===== src/rtl/hazard_ctrl.sv =====
// hazard_ctrl: decode-stage hazard and halt controller for a short in-order pipeline.
// Tracks the destination registers of instructions in EX, MEM and WB and holds
// decode when a read-after-write hazard would read stale data. A HALT drains the
// pipeline and then parks the block until reset.
//
// Ports:
//   clk            rising-edge clock
//   rst            asynchronous, active-low reset
//   id_valid       decode holds a real, non-squashed instruction
//   id_rs/id_rt    decode source register selects
//   id_rs_used/id_rt_used  matching source is actually read
//   id_regWrite    decode instruction writes the register file
//   id_writereg    decode destination register
//   id_memRead     decode instruction is a load
//   id_flush       jump / jumpReg in decode
//   id_willBranch  taken branch resolved in decode
//   id_halt        decode instruction is HALT
//   stall          hold PC and IF/ID
//   bubble         load a NOP into ID/EX
//   flush_ifid     squash the instruction entering IF/ID
//   halt_done      pipeline drained after HALT
//   stall_cnt      saturating count of stall cycles
//
// Parameter FWD: 0 = no EX/MEM forwarding, 1 = full forwarding (only load-use stalls).

module hazard_ctrl #(
  parameter int unsigned FWD = 0
) (
  input  logic        clk,
  input  logic        rst,
  input  logic        id_valid,
  input  logic [2:0]  id_rs,
  input  logic [2:0]  id_rt,
  input  logic        id_rs_used,
  input  logic        id_rt_used,
  input  logic        id_regWrite,
  input  logic [2:0]  id_writereg,
  input  logic        id_memRead,
  input  logic        id_flush,
  input  logic        id_willBranch,
  input  logic        id_halt,
  output logic        stall,
  output logic        bubble,
  output logic        flush_ifid,
  output logic        halt_done,
  output logic [15:0] stall_cnt
);

  typedef enum logic [1:0] {RUN, DRAIN, HALTED} state_e;

  typedef struct packed {
    logic       valid;
    logic [2:0] rg;
    logic       load;
  } slot_t;

  state_e      state_q, state_d;
  slot_t       ex_q, ex_d;
  // MEM and WB keep only the fields that are ever read: the load flag matters
  // only in EX, and WB is consulted only for occupancy while draining.
  logic        mem_valid_q, mem_valid_d;
  logic [2:0]  mem_reg_q, mem_reg_d;
  logic        wb_valid_q, wb_valid_d;
  logic [15:0] stall_cnt_q, stall_cnt_d;

  logic        raw_hz;
  logic        issue;
  logic        ex_hit;
  logic        mem_hit;

  always_comb begin
    ex_hit  = (id_rs_used & ex_q.valid & (ex_q.rg == id_rs)) |
              (id_rt_used & ex_q.valid & (ex_q.rg == id_rt));
    mem_hit = (id_rs_used & mem_valid_q & (mem_reg_q == id_rs)) |
              (id_rt_used & mem_valid_q & (mem_reg_q == id_rt));
    // WB never stalls: the register file bypasses write-to-read.
    if (FWD != 0) raw_hz = ex_hit & ex_q.load;
    else          raw_hz = ex_hit | mem_hit;

    stall      = 1'b1;
    bubble     = 1'b1;
    issue      = 1'b0;
    flush_ifid = 1'b0;
    if (state_q == RUN) begin
      stall      = id_valid & raw_hz;
      bubble     = id_valid & raw_hz;
      issue      = id_valid & ~raw_hz;
      flush_ifid = issue & (id_flush | id_willBranch);
    end
    halt_done = (state_q == HALTED);

    // HALT occupies EX as an empty slot so the drain check ignores it.
    ex_d = '0;
    if (issue) begin
      ex_d.valid = id_regWrite & ~id_halt;
      ex_d.rg    = id_writereg;
      ex_d.load  = id_memRead;
    end
    mem_valid_d = ex_q.valid;
    mem_reg_d   = ex_q.rg;
    wb_valid_d  = mem_valid_q;

    state_d = state_q;
    unique case (state_q)
      RUN:    if (issue & id_halt) state_d = DRAIN;
      DRAIN:  if (~ex_q.valid & ~mem_valid_q & ~wb_valid_q) state_d = HALTED;
      HALTED: state_d = HALTED;
      default: state_d = RUN;
    endcase

    stall_cnt_d = stall_cnt_q;
    if (stall && (stall_cnt_q != '1)) stall_cnt_d = stall_cnt_q + 16'd1;
  end

  always_ff @(posedge clk or negedge rst) begin
    if (!rst) begin
      state_q     <= RUN;
      ex_q        <= '0;
      mem_valid_q <= 1'b0;
      mem_reg_q   <= '0;
      wb_valid_q  <= 1'b0;
      stall_cnt_q <= '0;
    end else begin
      state_q     <= state_d;
      ex_q        <= ex_d;
      mem_valid_q <= mem_valid_d;
      mem_reg_q   <= mem_reg_d;
      wb_valid_q  <= wb_valid_d;
      stall_cnt_q <= stall_cnt_d;
    end
  end

  assign stall_cnt = stall_cnt_q;

endmodule


===== config.mk =====
export PLATFORM = sky130hd
export DESIGN_NAME = hazard_ctrl
export DESIGN_NICKNAME = d
export VERILOG_FILES = /design/src/rtl/hazard_ctrl.sv
export SDC_FILE = /design/constraint.sdc
export NUM_CORES = 1
export LEC_CHECK = 0
export CORE_UTILIZATION = 47
export CTS_CLUSTER_SIZE = 28
export DETAILED_ROUTE_END_ITERATION = 10
export GPL_ROUTABILITY_DRIVEN = 0
export PLACE_DENSITY = 0.83
export RECOVER_POWER = 50
export SLEW_MARGIN = 10
export SYNTH_ARGS = -nofsm -noshare
export SYNTH_HDL_FRONTEND = slang
export SYNTH_SLANG_ARGS = --single-unit

===== constraint.sdc =====
create_clock -name clk -period 2.44 [get_ports clk]
set_input_delay 0.366 -clock clk [delete_from_list [all_inputs] [get_ports clk]]
set_output_delay 0.366 -clock clk [all_outputs]
set_load 0.005 [all_outputs]

==> results_dict.tcl <==
set metrics [dict create \
    slew_violations 0 \
    irDropWorstVdd_v 0.000709 \
    antenna_cells 0 \
    fin_nets 192 \
    drc 0 \
    post-route-min-period_ps 2340 \
    die_width_um 55.9 \
    drt-pass1-iter-count 4 \
    clockBufferDepth 2 \
    fin_crit_sh 0.957 \
    grt_pass1_wl_um 5090 \
    antenna_found_initial 0 \
    synth_top_area_cell "dfrtp_1" \
    maxCapViolCount 0 \
    ys_warn_count 0 \
    wl_per_cell_um 16.0 \
    clockRootBuffer "clkbuf_4" \
    dp.cells 189 \
    dp_hpwl_um 2170 \
    stdcell_count 198 \
    final_common_cell "clkdlybuf4s50_1" \
    grt_max_degree 28 \
    finalPower_mw 1.57 \
    viasPerCell 5.47 \
    ys_ff_latch 27 \
    status "completed" \
    layout_common_cells "clkdlybuf4s50_1, dfrtp_1, xnor2_1" \
    grt_pass1_vias 1120 \
    syn-num-nets 141 \
    hp-class "in2async" \
    power_leakage_nw 0.886 \
    clock_latency_ps 310 \
    worst_slack_ps 105 \
    htreeDepth 1 \
    reg2reg_from "mem_reg_d[1]" \
    critPathBufInv 3 \
    preCtsSetupSlack_ps -364 \
    critPathKind "reg2out" \
    slew_headroom 0.762 \
    grt_overflow 0 \
    die-area_um2 3120 \
    ant_nets 0 \
    synth_area_leaders "dfrtp_1, xor2_1, xnor2_1" \
    worstSetupEndpointType "output port" \
    critical-path-max-stage-delay_ps 460 \
    cpMaxStageDelayCell "dfrtp_2" \
    setup_tns_ps 0 \
    dieHeight_um 55.9 \
    max_freq_ghz 0.428 \
    yosysUniqueCellTypes 29 \
    postSynthAreaPerCell_um2 11.7 \
    setup_viol 0 \
    cts_tree "done" \
    area_growth_pct 43.6 \
    skew_ps 7.36 \
    grtUsageTotal 0.212 \
    clk_pin_slew_ps 140 \
    num_vias 1084 \
    routed_wl_um 3160 \
    cp_data_required_time_ps 2070 \
    cpMostUsedCell "buf_4" \
    holdBufCountCts 0 \
    portBuffers 37 \
    rows 19 \
    cp_max_fo 3 \
    synthCells 117 \
    crit_family "buffers and inverters" \
    worst_pin_slew_ps 355 \
    crit_start "mem_reg_d[1]" \
    start_kind "flop" \
    cts.sinks 27 \
    whs_ps 414 \
    synth_top_area_share 0.495 \
    nFillCells 199 \
    drive_above_1_share 0.192 \
    hold_viol 0 \
    start_util 0.495 \
    ios 39 \
    drt_iter0_markers 23 \
    crit_chain "xor2_1, nor4_1, buf_4, nor4_4, o21ai_2, buf_4, dlygate4sd2_1" \
    cellPowerDensity_nw_per_um2 799 \
    cts_inserted_buffers 3 \
    ys_seq_area_frac 0.495 \
    arrival_ps 1970 \
    netlist_area_um2 1370 \
    coreArea_um2 2760 \
]
==> kinds of logic (layout without fill, tap and decap cells) <==
group                      count (synthesis)  count (layout)  share of synthesized area
and+or+nand+nor                           39              39                      0.185
DFF                                       27              27                      0.495
xor gates and xnor gates                  25              25                      0.160
AOI/OAI and AO/OA                         10              10                     0.0577
buffers and inverters                      8              58                     0.0312
adders and majority gates                  5               5                     0.0458
muxes                                      3               3                     0.0247
==> per-stage QoR <==
step / utilization / instance area (um2)
2_1_floorplan: - / 1370
3_3_place_gp: 0.658 / 1820
3_5_place_dp: 0.658 / 1820
4_1_cts: 0.696 / 1920
5_1_grt: 0.711 / 1960
6_report: 0.711 / 1960
==> worst reg2reg max path, delay by kind of cell (launching register included) <==
| kind | cells | cell delay, ps |
|---|---|---|
| simple gates | 3 | 480 |
| compound gates | 1 | 270 |
| buf+inv | 4 | 490 |
| mux | 1 | 310 |
| xor+xnor | 1 | 170 |
| flops | 1 | 460 |
==> per-layer routing <==
layer	global-route usage	vias up	wire, um
li1	-	506	-
met1	0.262	540	1280
met2	0.389	36	1710
met3	0.0279	2	164
met4	0.0592	0	10
met5	0	-	0
==> path summary, 6_finish.rpt <==
kind / slack [ps] / to / cells past startpoint
setup / recovery: 100 / bubble / 7
hold / removal: 410 / stall_cnt[8] / 2
setup reg to reg: 180 / state_q[0] / 10
hold reg to reg: 450 / mem_valid_q / 0
max in group asynchronous: 1750 / mem_reg_d[1] / 2
min in group clk: 450 / mem_valid_q / 0
==> cell usage after synthesis <==
| library cell | instances |
|---|---|
| a21oi_1 | 1 |
| a22o_1 | 1 |
| a31o_1 | 1 |
| a31oi_1 | 2 |
| a41o_1 | 1 |
| and2_1 | 4 |
| and3_1 | 4 |
| and3_4 | 1 |
| and3b_1 | 1 |
| and4_1 | 4 |
| buf_2 | 1 |
| buf_4 | 1 |
| buf_6 | 1 |
| dfrtp_1 | 27 |
| ha_1 | 5 |
| inv_1 | 5 |
| mux2_1 | 3 |
| nand2_1 | 6 |
| nand3_1 | 7 |
| nand4_1 | 6 |
| nor4_1 | 4 |
| nor4_4 | 1 |
| o21a_1 | 1 |
| o21ai_1 | 1 |
| o21ai_2 | 1 |
| o22ai_2 | 1 |
| or3_1 | 1 |
| xnor2_1 | 12 |
| xor2_1 | 13 |
==> where the power goes <==
group          internal, mW  switching [mW]
Sequential            0.549           0.122
Combinational         0.417           0.295
Clock                0.0638           0.120
==> sequential cells by signal, indices dropped and copies added, names as in the netlist <==
| register | cells |
|---|---|
| mem_valid_q | 1 |
| mem_reg_q | 3 |
| mem_reg_d | 3 |
| wb_valid_q | 1 |
| mem_valid_d | 1 |
| state_q | 2 |
| stall_cnt | 16 |
==> final cells by class <==
| cell class | instances | area, um2 | share of cell area |
|---|---|---|---|
| multi-input combinational | 82 | 741 | 0.378 |
| sequential | 27 | 677 | 0.345 |
| timing repair buffer | 49 | 459 | 0.234 |
| tap | 31 | 38.8 | 0.0198 |
| clock buffer | 4 | 26.3 | 0.0134 |
| inverter | 5 | 18.8 | 0.00957 |
==> repair_timing <==
action / in CTS / in global routing
cloned: 0 / 0
pin swaps: 10 / 7
resized for setup: 18 / 8
setup endpoints to repair: 3 / 2
setup buffers: 3 / 2
(Power assumes the default switching activity.)
